===== src/rtl/pcm_capture_writer_pkg.sv =====
// Shared types and constants for the PCM capture writer and the PWM playback loader.
package pcm_capture_writer_pkg;

   localparam int unsigned SAMPLE_W   = 16;
   localparam int unsigned DMA_DATA_W = 32;
   localparam int unsigned ADDR_STEP  = 4;

   typedef enum logic [2:0] {
      IDLE,
      GET_LO,
      GET_HI,
      WRITE,
      WAIT,
      NEXT,
      DONE
   } cap_state_t;

   // One DMA data word: the later sample sits in the upper half-word
   typedef struct packed {
      logic [SAMPLE_W-1:0] hi;
      logic [SAMPLE_W-1:0] lo;
   } pcm_word_t;

endpackage


===== src/rtl/pcm_sample_packer.sv =====
// Collects two accepted samples into one word; pads the upper half when a stop leaves an odd sample.
module pcm_sample_packer
   import pcm_capture_writer_pkg::*;
#(
   parameter logic [SAMPLE_W-1:0] PAD_SAMPLE = 16'h0000
) (
   input  logic                clk,
   input  logic                rst,
   input  logic [SAMPLE_W-1:0] sample,
   input  logic                sample_valid,
   input  logic                sample_rdy,
   input  logic                hi_phase,
   input  logic                stop_seen,
   input  logic                word_taken,
   output pcm_word_t           word,
   output logic                word_valid
);

   logic accept_c;

   assign accept_c = sample_valid && sample_rdy;

   always_ff @(posedge clk or negedge rst) begin
      if (!rst) begin
         word       <= '0;
         word_valid <= 1'b0;
      end else begin
         if (word_taken) begin
            word_valid <= 1'b0;
         end
         if (accept_c && !hi_phase) begin
            word.lo <= sample;
         end
         // A real sample always wins over padding, even when stop arrives together with it
         if (hi_phase && sample_rdy && (sample_valid || stop_seen)) begin
            word.hi    <= sample_valid ? sample : PAD_SAMPLE;
            word_valid <= 1'b1;
         end
      end
   end

endmodule


===== src/rtl/pcm_capture_writer.sv =====
// Captures 16-bit PCM samples, packs pairs into 32-bit words and writes them over the DMA port.
module pcm_capture_writer
   import pcm_capture_writer_pkg::*;
#(
   parameter int unsigned         ADDR_W     = 32,
   parameter logic [SAMPLE_W-1:0] PAD_SAMPLE = 16'h0000
) (
   input  logic                  clk,
   input  logic                  rst,
   input  logic                  start,
   input  logic                  stop,
   input  logic [ADDR_W-1:0]     startaddr,
   input  logic [ADDR_W-1:0]     stopaddr,
   input  logic [SAMPLE_W-1:0]   sample,
   input  logic                  sample_valid,
   output logic                  sample_rdy,
   output logic [ADDR_W-1:0]     dma_addr,
   output logic                  dma_read,
   output logic                  dma_write,
   output logic [DMA_DATA_W-1:0] dma_writedata,
   input  logic                  dma_rdy,
   output logic                  busy,
   output logic                  irq
);

   cap_state_t        state, state_nxt;
   logic              b_start, b_stop;
   logic [ADDR_W-1:0] b_startaddr, b_stopaddr;
   logic [ADDR_W-1:0] addr, addr_nxt;
   logic              stopped, stopped_nxt;
   logic              stop_seen_c;
   logic              accept_c;
   logic              write_nxt, irq_nxt, rdy_nxt, busy_nxt;
   pcm_word_t         word;
   logic              word_valid;

   assign dma_read    = 1'b0;
   assign stop_seen_c = b_stop || stopped;
   assign accept_c    = sample_valid && sample_rdy;

   // Input register stage: all control decisions use these copies
   always_ff @(posedge clk or negedge rst) begin
      if (!rst) begin
         b_start     <= 1'b0;
         b_stop      <= 1'b0;
         b_startaddr <= '0;
         b_stopaddr  <= '0;
      end else begin
         b_start     <= start;
         b_stop      <= stop;
         b_startaddr <= startaddr;
         b_stopaddr  <= stopaddr;
      end
   end

   always_comb begin
      state_nxt   = state;
      addr_nxt    = addr;
      stopped_nxt = stopped;
      write_nxt   = 1'b0;
      irq_nxt     = 1'b0;
      if (state != IDLE && b_stop) begin
         stopped_nxt = 1'b1;
      end
      unique case (state)
         IDLE: begin
            if (b_start) begin
               addr_nxt    = b_startaddr;
               stopped_nxt = 1'b0;
               state_nxt   = GET_LO;
            end
         end
         GET_LO: begin
            if (accept_c) begin
               state_nxt = GET_HI;
            end else if (stop_seen_c) begin
               state_nxt = DONE;
            end
         end
         GET_HI: begin
            if (accept_c || stop_seen_c) begin
               state_nxt = WRITE;
            end
         end
         WRITE: begin
            write_nxt = word_valid;
            state_nxt = WAIT;
         end
         WAIT: begin
            if (dma_rdy) begin
               state_nxt = NEXT;
            end
         end
         NEXT: begin
            addr_nxt  = addr + ADDR_W'(ADDR_STEP);
            state_nxt = (addr == b_stopaddr || stop_seen_c) ? DONE : GET_LO;
         end
         DONE: begin
            irq_nxt   = 1'b1;
            state_nxt = IDLE;
         end
         default: state_nxt = IDLE;
      endcase
      rdy_nxt  = (state_nxt == GET_LO) || (state_nxt == GET_HI);
      busy_nxt = (state_nxt != IDLE) && (state_nxt != DONE);
   end

   always_ff @(posedge clk or negedge rst) begin
      if (!rst) begin
         state         <= IDLE;
         addr          <= '0;
         stopped       <= 1'b0;
         sample_rdy    <= 1'b0;
         busy          <= 1'b0;
         dma_write     <= 1'b0;
         dma_addr      <= '0;
         dma_writedata <= '0;
         irq           <= 1'b0;
      end else begin
         state      <= state_nxt;
         addr       <= addr_nxt;
         stopped    <= stopped_nxt;
         sample_rdy <= rdy_nxt;
         busy       <= busy_nxt;
         dma_write  <= write_nxt;
         irq        <= irq_nxt;
         if (state == WRITE) begin
            dma_addr      <= addr;
            dma_writedata <= word;
         end
      end
   end

   pcm_sample_packer #(
      .PAD_SAMPLE(PAD_SAMPLE)
   ) u_packer (
      .clk         (clk),
      .rst         (rst),
      .sample      (sample),
      .sample_valid(sample_valid),
      .sample_rdy  (sample_rdy),
      .hi_phase    (state == GET_HI),
      .stop_seen   (stop_seen_c),
      .word_taken  (state == WRITE),
      .word        (word),
      .word_valid  (word_valid)
   );

endmodule


===== config.mk =====
export PLATFORM = sky130hd
export DESIGN_NAME = pcm_capture_writer
export DESIGN_NICKNAME = d
export VERILOG_FILES = /design/src/rtl/pcm_capture_writer_pkg.sv /design/src/rtl/pcm_sample_packer.sv /design/src/rtl/pcm_capture_writer.sv
export SDC_FILE = /design/constraint.sdc
export NUM_CORES = 1
export LEC_CHECK = 0
export CORE_MARGIN = 2
export CORE_UTILIZATION = 40
export CTS_CLUSTER_DIAMETER = 150
export DETAILED_ROUTE_END_ITERATION = 8
export PLACE_DENSITY = 0.62
export SETUP_SLACK_MARGIN = 0.15
export SYNTH_ARGS = -nofsm -noshare
export SYNTH_HDL_FRONTEND = slang
export SYNTH_SLANG_ARGS = --single-unit

===== constraint.sdc =====
create_clock -name clk -period 4.7 [get_ports clk]
set_input_delay 0.94 -clock clk [delete_from_list [all_inputs] [get_ports clk]]
set_output_delay 0.94 -clock clk [all_outputs]
set_load 0.02 [all_outputs]

==> results.yml, run 1 <==
yosys:
  synth_edf_count: 0
  ys.warnings.count: 0
  ys_types: 51
  syn-cell-area_mm2: 0.00787
  syn_area_per_cell_um2: 12.9
  synth_flop_cell: "dfrtp_1"
  ys_ff_latch: 203
  ys_seq_area_frac: 0.646
  syn-instance-count: 611
  async_reset_ff_frac: 1.00
  syn_nets: 698
global_route:
  grt_max_degree: 137
  grt-ovfl-total: 0
  grt_antenna_before_repair: 0
  grt_util_all_layers: 0.180
  grt_pass1_vias: 5468
  grt_pass1_wl_um: 29400
detailed_routing:
  routed_wl_um: 18200
  vias: 5199
  drc_errors: 0
  routed_via_density: 5.00
  wl_per_cell_um: 17.5
  drt-initial-drc-count: 249
  ant_nets: 0
  first_pass_iters: 4
timing:
  slew_violations: 0
  skew_ns: 0.0307
  finalHoldViolCount: 0
  fin_setup_tns_ns: 0
  setup_viol: 0
  worstMarginPinSlew_ns: 1.13
  fin_crit_sh: 0.592
  min_period_ns: 2.78
  rsz0062_at_grt: "false"
  fmax_mhz: 359
  slew_headroom: 0.243
setup_path:
  timing.rr.start: "state[1]"
  slowest_stage: "nor4_1"
  cp_cell_sequence: "nand3b_1 > nor4_1 > nand3_1 > nand3_1 > o211ai_1"
  reg2reg_to: "addr[20]"
  cp.required_ns: 5.09
  start_kind: "flip-flop"
  crit_top_cell: "nand3_1"
  crit_fanout: 15
  r2r_setup_slack_ns: 1.92
  arrival_ns: 3.18
  path_class: "reg -> reg"
  reg2reg_depth: 5
  worst_path_largest_cell_delay_ns: 1.09
  setup.worst_path.end_class: "flip-flop"
clocking:
  cts_buffer_depth: 3
  clkTransAtPathRegs_ns: 0.06
  cts.sinks: 203
  worstSkewPairLatency_ns: 0.53
  cts_resized: 0
  cts_root_buf: "clkbuf_16"
  cts_tree: "built"
  htreeDepth: 1
  cts_hold_buffers: 0
  cts_buffers: 22
  post_cts.repair.setup_buffers: 0
placed_design:
  gp_congestion: 0.862
  postPlaceCellArea_mm2: 0.00965
  dp_hpwl_um: 12300
  portBuffers: 153
min_path:
  hold_start: "b_startaddr[1]"
  worst_hold_path_type: "reg -> reg"
  min_to: "addr[1]"
  holdPathStages: 2
flow_run:
  max-cap-violations: 0
die:
  core_area_mm2: 0.0194
  die_w_um: 144
  fp.dieArea_mm2: 0.0208
  die_y_um: 144
  ios: 155
  row_count: 51
  start_util: 0.406
cells_and_area:
  final_cell_area_mm2: 0.0105
  syn_to_final_growth_pct: 33.0
  fin_nets: 846
  drive_gt1_frac: 0.178
  finish.utilization: 0.539
  num_antenna_cells: 0
power:
  p_leak_nw: 4.47
  ir_worst_vdd_mv: 0.309
  pwr_density_cell_mw_per_mm2: 664
  power_mw: 6.94
outcome:
  status: "completed"
[worst max-delay path, delay by kind of cell (launching register included)]
family,cells,cell delay (ns)
DFF,1,0.54
AOI/OAI and AO/OA,1,0.10
and+or+nand+nor,4,2.02
[cell usage after synthesis, drive strengths merged (3+ instances only)]
master | count | share of area
o21ai | 22 | 0.014
buf | 12 | 0.0081
dfrtp | 203 | 0.65
o311ai | 3 | 0.0033
xor2 | 32 | 0.036
o211ai | 11 | 0.010
mux2 | 78 | 0.11
nand4 | 8 | 0.0080
a311oi | 9 | 0.010
nor4 | 13 | 0.014
nor2 | 30 | 0.014
and3 | 5 | 0.0040
nor3 | 11 | 0.0084
a211oi | 15 | 0.015
clkbuf | 23 | 0.011
a21oi | 6 | 0.0038
and4 | 3 | 0.0037
inv | 7 | 0.0033
nand2 | 71 | 0.034
or2 | 5 | 0.0040
a31oi | 5 | 0.0040
nand3 | 16 | 0.010
[metrics by stage]
| stage | hold WS [ns] | setup WS (ns) | std cells |
|---|---|---|---|
| final | 0.456 | 1.92 | 1040 |
| after global routing | 0.480 | 1.64 | 1040 |
| after CTS | 0.472 | 1.97 | 1040 |
| after detailed placement | 0.450 | 1.68 | 1000 |
| after global placement | 0.428 | 1.72 | 1000 |
| after floorplan | 0.414 | 2.62 | 611 |
[cell usage in the layout, fill, tap and decap left out, types with 9 or more instances in the layout]
master           netlist  routed
o211ai_1              11      11
nor4_1                10      10
xor2_1                32      32
nor2_1                30      30
clkbuf_16              0      22
nand3_1               16      16
mux2_2                78      78
dfrtp_1              203     203
nand2_1               71      70
a211oi_1              14      14
nor3_1                10      10
o21ai_0               20      20
clkdlybuf4s50_1        0     152
a311oi_1               9       9
[power breakdown]
group          internal [mW]  switching (mW)  total, mW  leakage, nW
clock network           1.16           0.712       1.88        0.404
logic                   1.13            1.08       2.21         1.61
registers               2.34           0.524       2.86         2.46
total                   4.63            2.31       6.94         4.47
[area by class of cell]
class,instances,area [µm²]
Fill cell,1691,8940
Tap cell,265,332
Sequential cell,203,5080
Multi-Input combinational cell,366,2620
Clock inverter,12,189
Timing Repair Buffer,159,1590
Inverter,7,26.3
Clock buffer,28,623
[sequential cells by signal, summed over array words and instances (netlist names)]
register and count:
u_packer.word_valid 1, busy 1, addr 32, stopped 1
state 3, u_packer.word 32, sample_rdy 1, b_stop 1
dma_addr 32, b_startaddr 32, b_stopaddr 32, b_start 1
irq 1, dma_write 1, dma_writedata 32
[worst max-delay path by stage]
stage | start | to | slack (ns)
floorplan | sample_valid | u_packer.word[10] | 2.62
global placement | sample_valid | u_packer.word[6] | 1.72
detailed placement | sample_valid | u_packer.word[9] | 1.68
CTS | state[1] | addr[20] | 1.97
global route | state[1] | addr[20] | 1.64
finish | state[1] | addr[20] | 1.92
[cell families after synthesis]
group / Yosys count / share of synthesized area
AOI/OAI and AO/OA: 83 / 0.0732
xor gates and xnor gates: 32 / 0.0356
adders and majority gates: 1 / 0.00159
buffers and inverters: 42 / 0.0224
DFF: 203 / 0.646
muxes: 80 / 0.114
other: 1 / 0.000477
and+or+nand+nor: 169 / 0.107
[per-layer routing]
layer	global-route usage	part of all wire	up-vias
li1	-	-	2455
met1	0.251	0.45	2594
met2	0.289	0.48	126
met3	0.0397	0.052	24
met4	0.0439	0.019	0
met5	0	0	-
Note: power is estimated with default switching activity, not from simulation.
==> inputs of run 2 (changes only) <==
- clock period: 4.7 -> 2.65 ns (I/O delays scaled with it)
==> run 2 against run 1 <==
- clock power rose by 70%
- critical path depth up 1
- count of clock-buffer cells in the layout grew 8
- largest power group unchanged
- non-clock buffer count rose by 12
- cell area grew 0.90%
- register-to-register slack got worse by 1.4 ns
- critical endpoint is now addr[24]
- first-iteration DRC count fell by 5.2%
- critical path type unchanged
- worst setup slack lost 1.4 ns
==> results.yml, run 2 (synthesized netlist as in run 1, its figures left out) <==
detailed_routing:
  routed_via_density: 5.00
  vias: 5274
  routed_wl_um: 18400
  first_pass_iters: 4
  drt-initial-drc-count: 236
  drc_errors: 0
  wl_per_cell_um: 17.5
  ant_nets: 0
placed_design:
  place_worst_setup_slack_ns: 0.513
  gp_congestion: 0.879
  postPlaceCellArea_mm2: 0.00978
  dp_hpwl_um: 12800
  portBuffers: 153
min_path:
  worst_hold_path_type: "in -> async"
setup_path:
  path_class: "reg -> reg"
  slowest_stage: "or4_1"
  worstSetupStartpoint: "addr[3]"
  cp_cell_sequence: "ha_1 > nand2_1 > or4_1 > or2_2 > nand3_1 > o211ai_1"
  timing.rr.start: "addr[3]"
  arrival_ns: 2.50
  worst_path_largest_cell_delay_ns: 0.66
  start_kind: "flip-flop"
  crit_fanout: 6
  setup.worst_path.end_class: "flip-flop"
  cp.required_ns: 3.03
global_route:
  grt_util_all_layers: 0.182
  grt_pass1_wl_um: 29800
  grt-ovfl-total: 0
  grt_pass1_vias: 5561
  grt_antenna_before_repair: 0
  grt_max_degree: 69
clocking:
  cts_tree: "built"
  clkTransAtPathRegs_ns: 0.06
  cts_root_buf: "clkbuf_16"
  post_cts.repair.setup_buffers: 0
  cts.sinks: 203
  cts_hold_buffers: 0
  cts_resized: 0
  cts_buffer_depth: 3
  worstSkewPairLatency_ns: 0.50
  htreeDepth: 1
  cts_buffers: 23
cells_and_area:
  num_antenna_cells: 0
  layout_commonest_cell: "dfrtp_1"
  fin_nets: 859
  finish.utilization: 0.544
  final_cell_mix: "dfrtp_1, clkdlybuf4s50_1, mux2_2"
  n_fill_cell: 1658
  syn_to_final_growth_pct: 34.2
  drive_gt1_frac: 0.186
  final_cell_area_mm2: 0.0106
timing:
  finalHoldViolCount: 0
  fmax_mhz: 472
  slew_violations: 0
  worstMarginPinSlew_ns: 0.565
  setup_viol: 0
  min_period_ns: 2.12
  setup_ws_ns: 0.530
  fin_setup_tns_ns: 0
  skew_ns: 0.0131
  rsz0062_at_grt: "false"
  slew_headroom: 0.623
  fin_crit_sh: 0.800
power:
  ir_worst_vdd_mv: 0.490
  pwr_density_cell_mw_per_mm2: 1160
  power_mw: 12.3
  p_leak_nw: 4.53
die:
  start_util: 0.406
  row_count: 51
  core_area_mm2: 0.0194
  ios: 155
  fp.dieArea_mm2: 0.0208
  die_w_um: 144
  die_y_um: 144
flow_run:
  max-cap-violations: 0
outcome:
  status: "completed"
[run 2: cell count changes in the layout (fill, tap and decap cells not counted), sizes merged]
cell	previous run	this run
buf	6	18
clkbuf	29	37
clkinv	8	3
bufinv	4	2
inv	7	8
[run 2: critical path: cells and delay by family (launching register included)]
kind	cells	cell delay, ns
and+or+nand+nor	4	1.26
DFF	1	0.45
AOI/OAI and AO/OA	1	0.08
adders and majority gates	1	0.21
[run 2: final timing paths]
| kind | end | slack (ns) | cells past startpoint |
|---|---|---|---|
| max in group asynchronous | addr[27] | 1.87 | 2 |
| min in group clk | b_stopaddr[19] | 0.46 | 1 |
| worst max register to register | addr[24] | 0.53 | 6 |
| worst max-delay path | addr[24] | 0.53 | 6 |
| worst min-delay path | dma_addr[20] | 0.02 | 1 |
| worst min register to register | addr[1] | 0.46 | 2 |
[run 2: per-layer routing]
metal	GRT usage	share of wire
met1	0.253	0.46
met5	0	0
met3	0.0351	0.048
met4	0.0450	0.016
met2	0.299	0.48
[run 2: metrics by stage]
| stage | hold WS, ns | std cells |
|---|---|---|
| 6_report | 0.0232 | 1054 |
| 5_1_grt | 0.0495 | 1054 |
| 4_1_cts | 0.0280 | 1054 |
| 3_5_place_dp | 0.447 | 1012 |
| 3_3_place_gp | 0.430 | 1012 |
| 2_1_floorplan | 0.234 | 611 |
[run 2: report_power, final]
part	switching (mW)	leakage [nW]	internal, mW	total, mW
Combinational	1.96	1.68	2.07	4.02
Clock	1.21	0.385	1.99	3.20
Sequential	0.890	2.46	4.15	5.03
[run 2: cell type report]
class / count / area (µm²) / area share
Sequential cell: 203 / 5080 / 0.481
Tap cell: 265 / 332 / 0.0314
Clock buffer: 36 / 694 / 0.0658
Inverter: 7 / 26.3 / 0.00249
Clock inverter: 6 / 83.8 / 0.00794
Multi-Input combinational cell: 366 / 2620 / 0.248
Timing Repair Buffer: 171 / 1720 / 0.163
==> inputs of run 3 (changes only) <==
- clock period: 2.65 -> 2.1 ns (I/O delays scaled with it)
==> run 3 against run 2 <==
- critical path depth down 5
- sequential share of layout area down 1.1 points
- critical endpoint is now dma_addr[28]
- hold slack better by 0.32 ns
- clock skew up 0.0095 ns
- critical path type is now reg -> out
- cell count up 2.3%
- non-clock buffer count up 27
==> results.yml, run 3 (synthesized netlist as in run 1, its figures left out) <==
outcome:
  status: "completed"
setup_path:
  path_class: "reg -> out"
  crit_family: "buffers and inverters"
  cp.required_ns: 1.68
  slowest_stage: "clkdlybuf4s50_1"
  setup.worst_path.end_class: "output pin"
  crit_buf_inv: 1
  worst_path_largest_cell_delay_ns: 0.65
  crit_fanout: 2
  cp_cell_sequence: "clkdlybuf4s50_1"
  arrival_ns: 1.50
  start_kind: "flip-flop"
die:
  ios: 155
  core_area_mm2: 0.0194
  fp.dieArea_mm2: 0.0208
  start_util: 0.406
  die_y_um: 144
  die_w_um: 144
  row_count: 51
placed_design:
  place_worst_setup_slack_ns: 0.00837
  portBuffers: 153
  gp_congestion: 0.911
  dp_hpwl_um: 13300
timing:
  finalHoldViolCount: 0
  fin_crit_sh: 0.915
  min_period_ns: 1.92
  slew_headroom: 0.654
  slew_violations: 0
  setup_ws_ns: 0.179
  rsz0062_at_grt: "true"
  setup_viol: 0
  worstMarginPinSlew_ns: 0.517
  holdWs_ns: 0.343
  skew_ns: 0.0225
  fmax_mhz: 521
global_route:
  grt_antenna_before_repair: 0
  grt_pass1_vias: 5810
  grt_pass1_wl_um: 30600
  grt_util_all_layers: 0.188
  grt-ovfl-total: 0
  grt_max_degree: 49
detailed_routing:
  ant_nets: 0
  first_pass_iters: 4
  drt-initial-drc-count: 234
  routed_via_density: 5.01
  vias: 5396
  routed_wl_um: 19000
  wl_per_cell_um: 17.6
  drc_errors: 0
clocking:
  cts.sinks: 203
  cts_buffer_depth: 3
  cts_buffers: 22
  cts_root_buf: "clkbuf_16"
  clkTransAtPathRegs_ns: 0.06
  worstSkewPairLatency_ns: 0.51
  cts_tree: "built"
  htreeDepth: 1
power:
  ir_worst_vdd_mv: 0.636
  power_mw: 15.6
  p_leak_nw: 4.83
  pwr_density_cell_mw_per_mm2: 1440
cells_and_area:
  fin_nets: 885
  n_fill_cell: 1646
  layout_commonest_cell: "dfrtp_1"
  final_cell_mix: "dfrtp_1, clkdlybuf4s50_1, mux2_2"
  drive_gt1_frac: 0.231
  syn_to_final_growth_pct: 37.6
  num_antenna_cells: 0
flow_run:
  max-cap-violations: 0
min_path:
  worst_hold_path_type: "in -> reg"
[run 3: cell type report]
cell class | instances | area, µm² | area share
flip-flops and latches | 203 | 5090 | 0.470
inverters | 7 | 26.3 | 0.00243
clock inverters | 6 | 68.8 | 0.00636
multi-input cells | 366 | 2660 | 0.245
clock buffers | 33 | 662 | 0.0611
repair buffers | 198 | 1990 | 0.184
well taps | 265 | 332 | 0.0306
[run 3: worst paths after layout]
| path | from | to | slack [ns] | depth (start not counted) |
|---|---|---|---|---|
| setup / recovery | dma_addr[28] | dma_addr[28] | 0.18 | 1 |
| hold / removal | stopaddr[19] | b_stopaddr[19] | 0.34 | 1 |
| setup reg to reg | addr[8] | addr[24] | 0.22 | 5 |
| hold reg to reg | b_startaddr[1] | addr[1] | 0.44 | 2 |
| max in group asynchronous | rst | dma_writedata[4] | 0.97 | 3 |
| min in group asynchronous | rst | b_startaddr[17] | 0.41 | 2 |
[run 3: where the power goes]
part           leakage, nW  switching, mW  internal, mW
clock network        0.359           1.55          2.30
logic                 2.02           2.72          2.82
registers             2.45          0.950          5.25
total                 4.83           5.23          10.4
[run 3: through the flow]
step / instance area (µm²) / utilization / setup TNS, ns / std cells
finish: 10800 / 0.558 / 0 / 1078
detailed placement: 9950 / 0.513 / 0 / 1030
global placement: 9950 / 0.513 / -0.0332 / 1030
CTS: 10700 / 0.552 / 0 / 1071
floorplan: 7870 / - / 0 / 611
global route: 10800 / 0.558 / 0 / 1078
[run 3: repair_timing]
| action | CTS | global route |
|---|---|---|
| endpoints found under the hold margin | 42 | 0 |
| hold buffers | 1 | 0 |
| gates resized for setup | 9 | 27 |
| buffers inserted | 1 | 7 |
| pin swaps | 1 | 2 |
| setup endpoints to repair | 11 | 80 |
[run 3: layer usage]
metal  global-route usage  share of wire  wire length [µm]  up-vias
met5                    0              0                 0        -
met4               0.0552          0.025               472        0
met3               0.0344          0.055              1040       33
met2                0.301           0.47              9030      145
met1                0.265           0.45              8460     2677
li1                     -              -                 -     2541
